[src/rtl/seg7_pkg.sv]
// seg7_pkg: segment encodings, pattern classes and FSM states shared by the 7-segment readback
package seg7_pkg;
    localparam logic [6:0] SEG_DIGIT [0:9] = '{7'h01, 7'h4F, 7'h12, 7'h06, 7'h4C,
                                               7'h24, 7'h20, 7'h0F, 7'h00, 7'h04};
    localparam logic [6:0] SEG_BLANK = 7'h7F;
    localparam logic [6:0] SEG_MINUS = 7'h7E;
    localparam logic [3:0] BCD_BLANK = 4'hF;
    localparam logic [3:0] BCD_MINUS = 4'hA;
    typedef enum logic [1:0] {CLS_DIGIT, CLS_BLANK, CLS_MINUS, CLS_INVALID} seg_class_t;
    typedef enum logic [1:0] {IDLE, SCAN, DONE} state_t;
endpackage

[src/rtl/seg7_decode.sv]
// seg7_decode: classifies one active-low segment pattern and recovers its numeral value
module seg7_decode
    import seg7_pkg::*;
(
    input  logic [6:0]  seg,
    output seg_class_t  cls,
    output logic [3:0]  val
);
    always_comb begin
        cls = seg == SEG_BLANK ? CLS_BLANK : seg == SEG_MINUS ? CLS_MINUS : CLS_INVALID;
        val = seg == SEG_MINUS ? BCD_MINUS : BCD_BLANK;
        for (int i = 0; i < 10; i++) begin
            if (seg == SEG_DIGIT[i]) begin
                cls = CLS_DIGIT;
                val = 4'(i);
            end
        end
    end
endmodule

[src/rtl/seg7_readback.sv]
// seg7_readback: scans captured HEX segment patterns MSD-first, one digit per clock,
// and reports per-digit BCD, binary magnitude, sign and first error position.
module seg7_readback
    import seg7_pkg::*;
#(
    parameter int NUM_DIGITS = 6,
    parameter int BIN_W      = 20
) (
    input  logic                          clk,
    input  logic                          rst_n,
    input  logic                          req_valid,
    output logic                          req_ready,
    input  logic [7*NUM_DIGITS-1:0]       seg_in,
    output logic                          out_valid,
    input  logic                          out_ready,
    output logic [4*NUM_DIGITS-1:0]       bcd_out,
    output logic [BIN_W-1:0]              bin_out,
    output logic                          neg,
    output logic                          err,
    output logic [$clog2(NUM_DIGITS)-1:0] err_pos
);
    localparam int IW = $clog2(NUM_DIGITS);

    if (2.0 ** BIN_W <= 10.0 ** NUM_DIGITS - 1.0) begin : g_width_check
        $error("BIN_W too narrow for NUM_DIGITS decimal digits");
    end

    state_t                  state;
    logic [7*NUM_DIGITS-1:0] shadow;
    logic [IW-1:0]           idx, minus_pos, minus_pos_n, err_pos_n;
    logic [BIN_W-1:0]        acc, acc_n;
    logic [BIN_W+3:0]        prod;
    logic                    seen_num, seen_num_n, neg_n, err_n, bad, lone_minus;
    seg_class_t              cls;
    logic [3:0]              val, nib;
    logic [6:0]              cur;

    assign req_ready = rst_n && state == IDLE;
    assign cur       = shadow[7*idx +: 7];
    assign prod      = {4'b0, acc} * (BIN_W+4)'(10);

    seg7_decode u_dec (.seg(cur), .cls(cls), .val(val));

    always_comb begin
        nib         = BCD_BLANK;
        acc_n       = acc;
        neg_n       = neg;
        seen_num_n  = seen_num;
        minus_pos_n = minus_pos;
        bad         = 1'b0;
        if (cls == CLS_DIGIT) begin
            acc_n      = prod[BIN_W-1:0] + BIN_W'(val);
            seen_num_n = 1'b1;
            nib        = val;
        end else if (cls == CLS_BLANK) begin
            bad = seen_num || neg;
        end else if (cls == CLS_MINUS && !seen_num && !neg) begin
            neg_n       = 1'b1;
            minus_pos_n = idx;
            nib         = BCD_MINUS;
        end else begin
            bad = 1'b1;
        end
        err_n      = err || bad;
        err_pos_n  = bad && !err ? idx : err_pos;
        lone_minus = neg_n && !seen_num_n;
    end

    always_ff @(posedge clk or negedge rst_n) begin
        if (!rst_n) begin
            state     <= IDLE;
            shadow    <= '0;
            idx       <= '0;
            acc       <= '0;
            seen_num  <= 1'b0;
            minus_pos <= '0;
            out_valid <= 1'b0;
            bcd_out   <= '0;
            bin_out   <= '0;
            neg       <= 1'b0;
            err       <= 1'b0;
            err_pos   <= '0;
        end else begin
            case (state)
                IDLE: if (req_valid) begin
                    shadow    <= seg_in;
                    idx       <= IW'(NUM_DIGITS - 1);
                    acc       <= '0;
                    seen_num  <= 1'b0;
                    minus_pos <= '0;
                    bcd_out   <= '0;
                    bin_out   <= '0;
                    neg       <= 1'b0;
                    err       <= 1'b0;
                    err_pos   <= '0;
                    state     <= SCAN;
                end
                SCAN: begin
                    bcd_out[4*idx +: 4] <= nib;
                    acc       <= acc_n;
                    neg       <= neg_n;
                    seen_num  <= seen_num_n;
                    minus_pos <= minus_pos_n;
                    err       <= err_n;
                    err_pos   <= err_pos_n;
                    idx       <= idx - 1'b1;
                    // a minus with no numeral after it only becomes an error once the scan ends
                    if (idx == '0) begin
                        err       <= err_n || lone_minus;
                        err_pos   <= !err_n && lone_minus ? minus_pos_n : err_pos_n;
                        bin_out   <= err_n || lone_minus ? '0 : acc_n;
                        out_valid <= 1'b1;
                        state     <= DONE;
                    end
                end
                DONE: if (out_ready) begin
                    out_valid <= 1'b0;
                    state     <= IDLE;
                end
                default: state <= IDLE;
            endcase
        end
    end
endmodule

[config.mk]
export PLATFORM = sky130hd
export DESIGN_NAME = seg7_readback
export DESIGN_NICKNAME = d
export VERILOG_FILES = /design/src/rtl/seg7_pkg.sv /design/src/rtl/seg7_decode.sv /design/src/rtl/seg7_readback.sv
export SDC_FILE = /design/constraint.sdc
export NUM_CORES = 1
export LEC_CHECK = 0
export CAP_MARGIN = 20
export CELL_PAD_IN_SITES_DETAIL_PLACEMENT = 1
export CELL_PAD_IN_SITES_GLOBAL_PLACEMENT = 2
export CORE_MARGIN = 2
export CORE_UTILIZATION = 31
export CTS_CLUSTER_SIZE = 28
export DETAILED_ROUTE_END_ITERATION = 7
export GPL_TIMING_DRIVEN = 0
export PLACE_DENSITY_LB_ADDON = 0.1
export SETUP_SLACK_MARGIN = 0.2
export SLEW_MARGIN = 10
export SYNTH_ARGS = -nofsm -noshare
export SYNTH_HDL_FRONTEND = slang
export SYNTH_HIERARCHICAL = 1
export SYNTH_SLANG_ARGS = --single-unit
[constraint.sdc]
create_clock -name clk -period 4.5 [get_ports clk]
set_input_delay 1.35 -clock clk [delete_from_list [all_inputs] [get_ports clk]]
set_output_delay 1.35 -clock clk [all_outputs]
set_load 0.01 [all_outputs]
Yosys cells after proc, flatten, opt, wreduce, memory -nomap -nowiden
Index checks and enable logic that the tools add are counted.
Cells by class
  bitwise operators: 0
  $add $sub $neg: 3
  multipliers: 2
  reductions and logical operators: 25
  eq/ne operators: 18
  multiplexer cells: 65
  divide/modulo/power cells: 0
  shifts and indexed selects: 3
  magnitude comparators: 0
Operator list (count)
  two-way mux 20 bit: 4
  case mux 20 bit (2 select lines): 2
  case mux 24 bit (2 select lines): 1
  two-way mux 4 bit: 11
  variable part select 42 x 7 -> 7 bit: 1
  negation 5 -> 34 bit: 1
  variable shift 4 x 34 -> 24 bit, first input constant: 1
  variable part select 4 x 34 -> 24 bit: 1
  two-way mux 3 bit: 11
  equality test 7 bit, second input constant: 4
  two-way mux 2 bit: 14
  bitwise mux 24 bit: 1
  two-way mux 24 bit: 1
  adder 20 x 4 -> 20 bit: 1
  multiplier 20 x 3 -> 19 bit, second input constant: 1
  case mux 3 bit (2 select lines): 3
  equality test 7 x 3 -> 1 bit, second input constant: 2
  equality test 7 x 6 -> 1 bit, second input constant: 2
  two-way mux 1 bit: 12
  AND reduction 3 bit: 3
  case mux 1 bit (2 select lines): 4
  equality test 7 x 1 -> 1 bit, second input constant: 1
  equality test 7 x 4 -> 1 bit, second input constant: 1
  equality test 7 x 5 -> 1 bit, second input constant: 1
  14 further kinds: 32
Storage, ports and cells
  memory bits (writable): 0
  latch bits: 0
  output and inout bits: 51
  bits in registers: 121
  ROM bits: 0
  memories kept: 0
  logic and storage cells: 128

Depth between registers and ports, before layout
Gate-level depths: netlist (run 1).
  depth in word-level cells: 27
  depth in mapped cells: 21
  mapped depth without buffers: 18

By module
The synthesis (run 1) kept the hierarchy.
Modules (own cells, without submodules)
  seg7_readback: area an instance 6442.4 µm², instances 1, cells an instance 690
  seg7_decode: area an instance 344.1 µm², instances 1, cells an instance 41

Worst setup path after synthesis (run 1)
Ideal clock, no wire load.
  path kind: reg2reg
  from: register idx[0]
  to: register acc[19]
  arrival: 4.893 ns
  path buffers: 2
  required time: 4.424 ns
  path slack: -0.469 ns
  cell stages (with the launch flop): 18
  path through: dfrtp_1 clkbuf_1 clkbuf_1 mux4_2 nand2_1 o21ai_0 or4_4 a221oi_4 a31oi_1 ha_1 a21oi_1 nor2b_1 and3_1 nand3_2 or3_4 nor4_4 xnor3_1 o21ai_1
Between the ends
  elaborated cells on any way between the ends: 41
  classes of those cells: add/sub: 1; mul: 1; eq/ne: 11; shift: 1; mux: 25; reduce/logical: 2
RTL lines
  start, declared: line seg7_readback.sv:30  | logic [IW-1:0] idx, minus_pos, minus_pos_n, err_pos_n;
  start signal, assigned: line seg7_readback.sv:87  | idx <= IW'(NUM_DIGITS - 1);
  start signal, assigned: line seg7_readback.sv:106  | idx <= idx - 1'b1;
  multiplier 3 x 3 -> 6 bit *: line seg7_readback.sv:39  | assign cur = shadow[7*idx +: 7];
  variable part select 42 x 7 -> 7 bit *: line seg7_readback.sv:39
  named net cur[6]: line seg7_readback.sv:36  | logic [6:0] cur;
  equality test 7 x 1 -> 1 bit: line seg7_decode.sv:13  | if (seg == SEG_DIGIT[i]) begin
  two-way mux 4 bit (9 in a row): line seg7_decode.sv:13
  two-way mux 4 bit *: line seg7_decode.sv:13
  named net val[3]: line seg7_readback.sv:35  | logic [3:0] val, nib;
  adder 20 x 4 -> 20 bit *: line seg7_readback.sv:52  | acc_n = prod[BIN_W-1:0] + BIN_W'(val);
  two-way mux 20 bit *: line seg7_readback.sv:51  | if (cls == CLS_DIGIT) begin
  case mux 20 bit (2 select lines) *: line seg7_readback.sv:84  | case (state)
  end signal, assigned: line seg7_readback.sv:100  | acc <= acc_n;
  end, declared: line seg7_readback.sv:31  | logic [BIN_W-1:0] acc, acc_n;
The timed path passes the listed nets; every way through them passes the cells marked *.
A chain may end at the register's enable or synchronous reset.

Worst setup path after layout (run 1)
  from: register idx[0]
  to: register acc[18]
Same word-level chain as after synthesis.

==> results of run 1 <==
[state kept, by name, summed over array words and instances (netlist names)]
signal,count
acc,20
bcd_out,24
bin_out,20
err,1
err_pos,3
idx,3
neg,1
out_valid,1
seen_num,1
shadow,42
state,2
[routing by layer]
metal / vias to the layer above / routed length [um] / GRT usage
met3: 18 / 712 / 0.0376
met4: 0 / 235 / 0.0503
met5: - / 0 / 0
li1: 2866 / - / -
met2: 104 / 10700 / 0.330
met1: 2927 / 10200 / 0.253
[critical path, stage by stage, from the launching register on]
cell and delay (ns):
dfrtp_1 0.38, buf_8 0.15, clkbuf_16 0.14, mux4_2 0.55
nand2_2 0.09, o21ai_2 0.07, clkbuf_8 0.14, or4_4 0.53
a221oi_4 0.39, a31oi_4 0.08, ha_4 0.30, buf_6 0.09
buf_6 0.09, a21oi_4 0.05, nor3b_2 0.21, nand4_1 0.20
nor2_2 0.20, and3_4 0.22, nand3_4 0.11, xor2_4 0.25
o21ai_2 0.16
[power breakdown]
group	total [mW]	switching (mW)	internal [mW]
Sequential	1.74	0.290	1.45
Clock	1.25	0.531	0.720
Combinational	5.73	3.22	2.51
Total	8.73	4.04	4.68
[path summary, 6_finish.rpt]
check                           cells after the start     endpoint       start
min in group asynchronous                           1  bin_out[10]       rst_n
worst min-delay path                                2   shadow[14]  shadow[14]
max in group asynchronous                           2  bcd_out[13]       rst_n
worst max register to register                     20      acc[18]      idx[0]
worst min register to register                      2   shadow[14]  shadow[14]
worst max-delay path                               20      acc[18]      idx[0]
[cells in the final DEF (no fill, tap or decap), drive strengths merged, types with 2 or more instances in the layout]
cell | synthesis | routed
xnor2 | 19 | 19
a31oi | 5 | 5
a22oi | 6 | 6
nand3 | 20 | 20
o211ai | 8 | 8
nor3 | 4 | 4
o31ai | 9 | 9
o21a | 3 | 3
a22o | 16 | 16
buf | 7 | 52
nor3b | 3 | 3
ha | 39 | 39
nand2 | 217 | 217
a211oi | 2 | 2
a21o | 16 | 16
or2 | 6 | 6
nand4 | 3 | 3
clkinvlp | 0 | 4
inv | 7 | 10
dfrtp | 118 | 118
and2 | 3 | 3
fa | 2 | 2
clkinv | 1 | 8
clkbuf | 30 | 45
clkdlybuf4s50 | 0 | 95
or3 | 8 | 8
mux4 | 7 | 7
a21oi | 33 | 33
and3 | 8 | 8
nor4 | 4 | 4
mux2i | 7 | 7
o21ai | 55 | 55
nor2 | 26 | 26
nor2b | 5 | 5
a221oi | 3 | 3
xor2 | 14 | 14
[cells by family (layout without fill, tap and decap cells)]
kind of cell | count (synthesis) | in the layout
xor+xnor | 34 | 34
buf+inv | 45 | 214
simple gates | 314 | 314
compound gates | 165 | 165
fa+ha+maj | 41 | 41
mux | 14 | 14
flops | 118 | 118
[per-stage QoR]
step	hold slack (ns)	utilization	worst slack, ns	TNS (ns)	area, um2
2_1_floorplan	0.440	-	0.220	0	6810
3_3_place_gp	0.455	0.374	-3.92	-343.60	8120
3_5_place_dp	0.467	0.376	-0.707	-12.52	8150
4_1_cts	0.481	0.421	0.0292	0	9130
5_1_grt	0.508	0.435	-0.161	-1.41	9420
6_report	0.470	0.435	0.00742	0	9420
[synthesized netlist by cell type (3+ instances only)]
cell type / number
nand2_1: 217
dfrtp_1: 118
o21ai_0: 48
ha_1: 39
a21oi_1: 30
clkbuf_1: 26
nor2_1: 26
nand3_1: 18
xnor2_1: 17
a22o_1: 16
a21o_1: 15
xor2_1: 14
o31ai_1: 9
o211ai_1: 8
inv_1: 7
mux2i_1: 7
mux4_2: 7
a22oi_1: 6
and3_1: 6
a31oi_1: 5
nor2b_1: 5
o21ai_1: 5
or2_2: 5
or3_1: 5
buf_1: 4
clkbuf_8: 4
nor3_1: 4
a21oi_2: 3
buf_6: 3
nand4_1: 3
nor3b_1: 3
o21a_1: 3
[final cells by class]
type / instances / area, um2 / share of cell area
inverter: 8 / 30.0 / 0.00319
clock inverter: 14 / 103 / 0.0109
tap: 280 / 350 / 0.0372
timing repair buffer: 138 / 1340 / 0.142
clock buffer: 18 / 439 / 0.0466
buffer: 36 / 240 / 0.0255
sequential: 118 / 2950 / 0.313
multi-input combinational: 568 / 3970 / 0.421
[what timing repair did]
action                                  4_1_cts  5_1_grt
cloned                                        0        0
resized for setup                            48       56
endpoints found under the setup margin       49       45
setup buffers                                29       11
pin swaps                                    21       25
==> results.toml, run 1 <==
[critical_path]
worstPathMaxFanout = 5
cp.required_ns = 4.84
reg2reg_setup_slack_ns = 0.007
end_kind = "flip-flop"
critPathKind = "reg2reg"
arrival_ns = 4.83
critPathLaunchType = "flip-flop"

[yosys]
synth_ff_type = "dfrtp_1"
ys_warn_count = 6
syn_area_um2 = 6790
synth_compound_area_frac = 0.165
synth-seq-area-share = 0.435
async_flop_share = 1.00
ys_ff_latch = 118
syn_avg_cell_area_um2 = 9.28
synth_xor_area_frac = 0.0481
synth_cell_type_count = 69
synth-adder-area-share = 0.0778
synth_simple_gate_area_frac = 0.206
syn_nets = 818
syn_inst = 731
synth-edff-count = 0
ys_top_cells_by_area = "dfrtp_1 (44%), nand2_1 (12%), ha_1 (7.2%), o21ai_0 (3.5%), mux4_2 (2.3%)"
synth_top_area_share = 0.435
synth_top_family_by_area = "simple AND/OR/NAND/NOR gates"
synth_area_leader_cell = "dfrtp_1"
synthMuxAreaShare = 0.0336

[sta]
rsz0062_at_grt = "true"
finalCritPeriodShare = 0.998
worst_slew_pin_slew_ns = 0.800
hold_viol = 0
fmax_ghz = 0.223
drv_slew = 0
post-route-min-period_ns = 4.49
setup_viol = 0
maxSlewHeadroom = 0.462
skew_ns = 0.0112

[place]
port_buffers = 96
hpwl_mm = 16.0
gp_congestion = 0.810
place_inst = 1108

[global_routing]
grt_pass1_wl_mm = 35.4
grt_pass1_vias = 6464
grt_max_degree = 70
antenna_found_initial = 0
grt_util_all_layers = 0.194
overflow = 0

[clock_network]
clkTransAtPathRegs_ns = 0.06
clk_path_buf_depth = 2
htree_levels = 4
cts_inserted_buffers = 17
cts_root_buffer = "clkbuf_16"
ctsHoldBuffers = 0
clock_latency_ns = 0.42
clkSinkCount = 118
cts_tree = "yes"

[final_layout]
n_antenna_cell = 0
fin_cells = 1180
drive_above_1_share = 0.200
nFillCells = 2441
layout.nets = 974
area_growth_pct = 38.9

[routing]
via_per_inst = 5.01
drc_errors = 0
postRouteAntennaNets = 0
drtIter0Drc = 173
first_pass_iters = 5
wirelength_mm = 21.9
via_count = 5915
wl_per_cell_um = 18.5

[floorplanning]
die_width_um = 152
ios = 97
initial_utilization = 0.313
die_area_um2 = 23100
fp-row-count = 54
die_h_um = 152
core-area_um2 = 21700

[pwr]
ir_drop_mv = 0.350
power.density_cell_area_nw_per_um2 = 926
p_leak_nw = 4.32
total_power_mw = 8.73

[min_path]
hp-class = "reg2reg"

[flow_run]
max_cap_violations = 0

[status]
status = "completed"
Note: power is estimated with default switching activity, not from simulation.
==> run 2: changes to the inputs <==
--- a/config.mk
+++ b/config.mk
@@ -13,7 +13,7 @@
 export CTS_CLUSTER_SIZE = 28
 export DETAILED_ROUTE_END_ITERATION = 7
 export GPL_TIMING_DRIVEN = 0
-export PLACE_DENSITY_LB_ADDON = 0.1
+export PLACE_DENSITY = 0.83
 export SETUP_SLACK_MARGIN = 0.2
 export SLEW_MARGIN = 10
 export SYNTH_ARGS = -nofsm -noshare
==> run 2 against run 1 <==
- clock skew about the same
- clock power increased by 6%
- register-to-register slack improved by 0.02 ns
- count of clock-buffer cells in the layout decreased by 1
- wire length increased by 0.30%
- total power increased by 0.91%
- global-route usage decreased by 0.47 points
- critical path depth decreased by 1
- critical path type unchanged
- sequential cell count unchanged
- worst setup slack improved by 0.025 ns
- maximum frequency increased by 0.55%
- first-iteration DRC count increased by 68%
- highest routed layer unchanged
==> results.toml, run 2 (synthesis results as in run 1) <==
[pwr]
p_leak_nw = 4.34
total_power_mw = 8.81
power.density_cell_area_nw_per_um2 = 932
ir_drop_mv = 0.350

[place]
place_inst = 1109
place_ws_ns = -0.499
port_buffers = 96
gp_congestion = 0.837
hpwl_mm = 15.1
dpl_cell_area_um2 = 8150

[final_layout]
stdcell_area_um2 = 9450
postLayoutCoreUtil = 0.436
reg_top3 = "shadow x42, bcd_out x24"
fin_cells = 1185
largest_reg_flops = 42
mostFrequentLayoutCell = "nand2_1"
drive_above_1_share = 0.199
area_growth_pct = 39.2
layout_common_cells = "nand2_1 (215), dfrtp_1 (118), clkdlybuf4s50_1 (95)"
nFillCells = 2482
multiInputGateArea_um2 = 3940
largest_register = "shadow"
regArea_um2 = 2950
layout.nets = 979
n_antenna_cell = 0

[routing]
via_count = 6006
wl_per_cell_um = 18.5
postRouteAntennaNets = 0
first_pass_iters = 5
wirelength_mm = 21.9
drc_errors = 0
via_per_inst = 5.07
drtIter0Drc = 291

[floorplanning]
ios = 97
die_area_um2 = 23100
die_h_um = 152
core-area_um2 = 21700
die_width_um = 152
fp-row-count = 54
initial_utilization = 0.313

[clock_network]
clkSinkCount = 118
clkTransAtPathRegs_ns = 0.06
htree_levels = 4
clk_path_buf_depth = 2
cts_root_buffer = "clkbuf_16"
cts_inserted_buffers = 17
clock_latency_ns = 0.43
cts_tree = "yes"

[sta]
timing.final.ws_setup_ns = 0.0320
post-route-min-period_ns = 4.47
worst_slew_pin_slew_ns = 0.847
finalCritPeriodShare = 0.993
maxSlewHeadroom = 0.430
fmax_ghz = 0.224
hold-worst-slack_ns = 0.471
skew_ns = 0.0114
setup_viol = 0
rsz0062_at_grt = "true"
fin_tns_setup_ns = 0
hold_viol = 0
drv_slew = 0

[min_path]
hp-class = "reg2reg"
hold_path_end = "shadow[14]"
hold_start = "shadow[14]"
holdPathStages = 2

[critical_path]
critPathKind = "reg2reg"
critPathLaunchType = "flip-flop"
reg2reg_setup_slack_ns = 0.03
arrival_ns = 4.81
end_kind = "flip-flop"
worstPathMaxFanout = 5
cp.required_ns = 4.84
reg2reg_depth = 19
timing.rr.end = "bin_out[11]"
rr_startpoint = "idx[0]"

[global_routing]
antenna_found_initial = 0
grt_max_degree = 80
grt_util_all_layers = 0.189
grt_pass1_vias = 6335
grt_pass1_wl_mm = 34.7
overflow = 0

[flow_run]
max_cap_violations = 0

[status]
status = "completed"
[run 2: timing repair]
item / CTS / global route
buffers inserted: 27 / 15
hold buffers: 0 / 0
gates resized for setup: 47 / 49
endpoints found under the setup margin: 48 / 52
gates cloned: 0 / 2
pin swaps: 21 / 26
[run 2: per-layer routing]
layer	track usage	part of all wire	vias up
met3	0.0314	0.036	27
met4	0.0596	0.019	0
met1	0.271	0.48	2970
met2	0.293	0.46	124
li1	-	-	2885
met5	0	0	-
[run 2: how the worst max path moves through the flow]
stage	startpoint	end	slack (ns)	cells past startpoint
2_1_floorplan	idx[0]	acc[19]	0.22	17
3_3_place_gp	rst_n	req_ready	-3.87	3
3_5_place_dp	idx[0]	bin_out[19]	-0.50	18
4_1_cts	idx[0]	acc[19]	0.05	18
5_1_grt	idx[0]	bin_out[11]	-0.15	19
6_report	idx[0]	bin_out[11]	0.03	19
[run 2: cell type report]
cell class,instances,area share
Multi-Input combinational cell,568,0.417
Sequential cell,118,0.313
Timing Repair Buffer,142,0.145
Clock buffer,17,0.0450
Tap cell,280,0.0371
Buffer,37,0.0260
Clock inverter,15,0.0146
Inverter,8,0.00318
[run 2: power by group]
group / total [mW] / internal [mW] / leakage (nW) / switching, mW
clock network: 1.32 / 0.727 / 0.269 / 0.588
logic: 5.75 / 2.46 / 2.53 / 3.29
registers: 1.74 / 1.45 / 1.54 / 0.288
total: 8.81 / 4.64 / 4.34 / 4.16
[run 2: critical path, cell delays in order (launching register included)]
cell and delay [ns]:
dfrtp_1 0.41, buf_8 0.14, clkbuf_16 0.15, mux4_2 0.53
nand2_2 0.09, o21ai_2 0.07, clkbuf_8 0.15, or4_4 0.54
a221oi_4 0.38, a31oi_4 0.09, ha_4 0.31, a21oi_4 0.06
nor2b_2 0.13, and3_4 0.21, nand3_4 0.08, buf_4 0.17
or3_2 0.43, a21oi_1 0.19, a21oi_2 0.07, o21ai_0 0.18
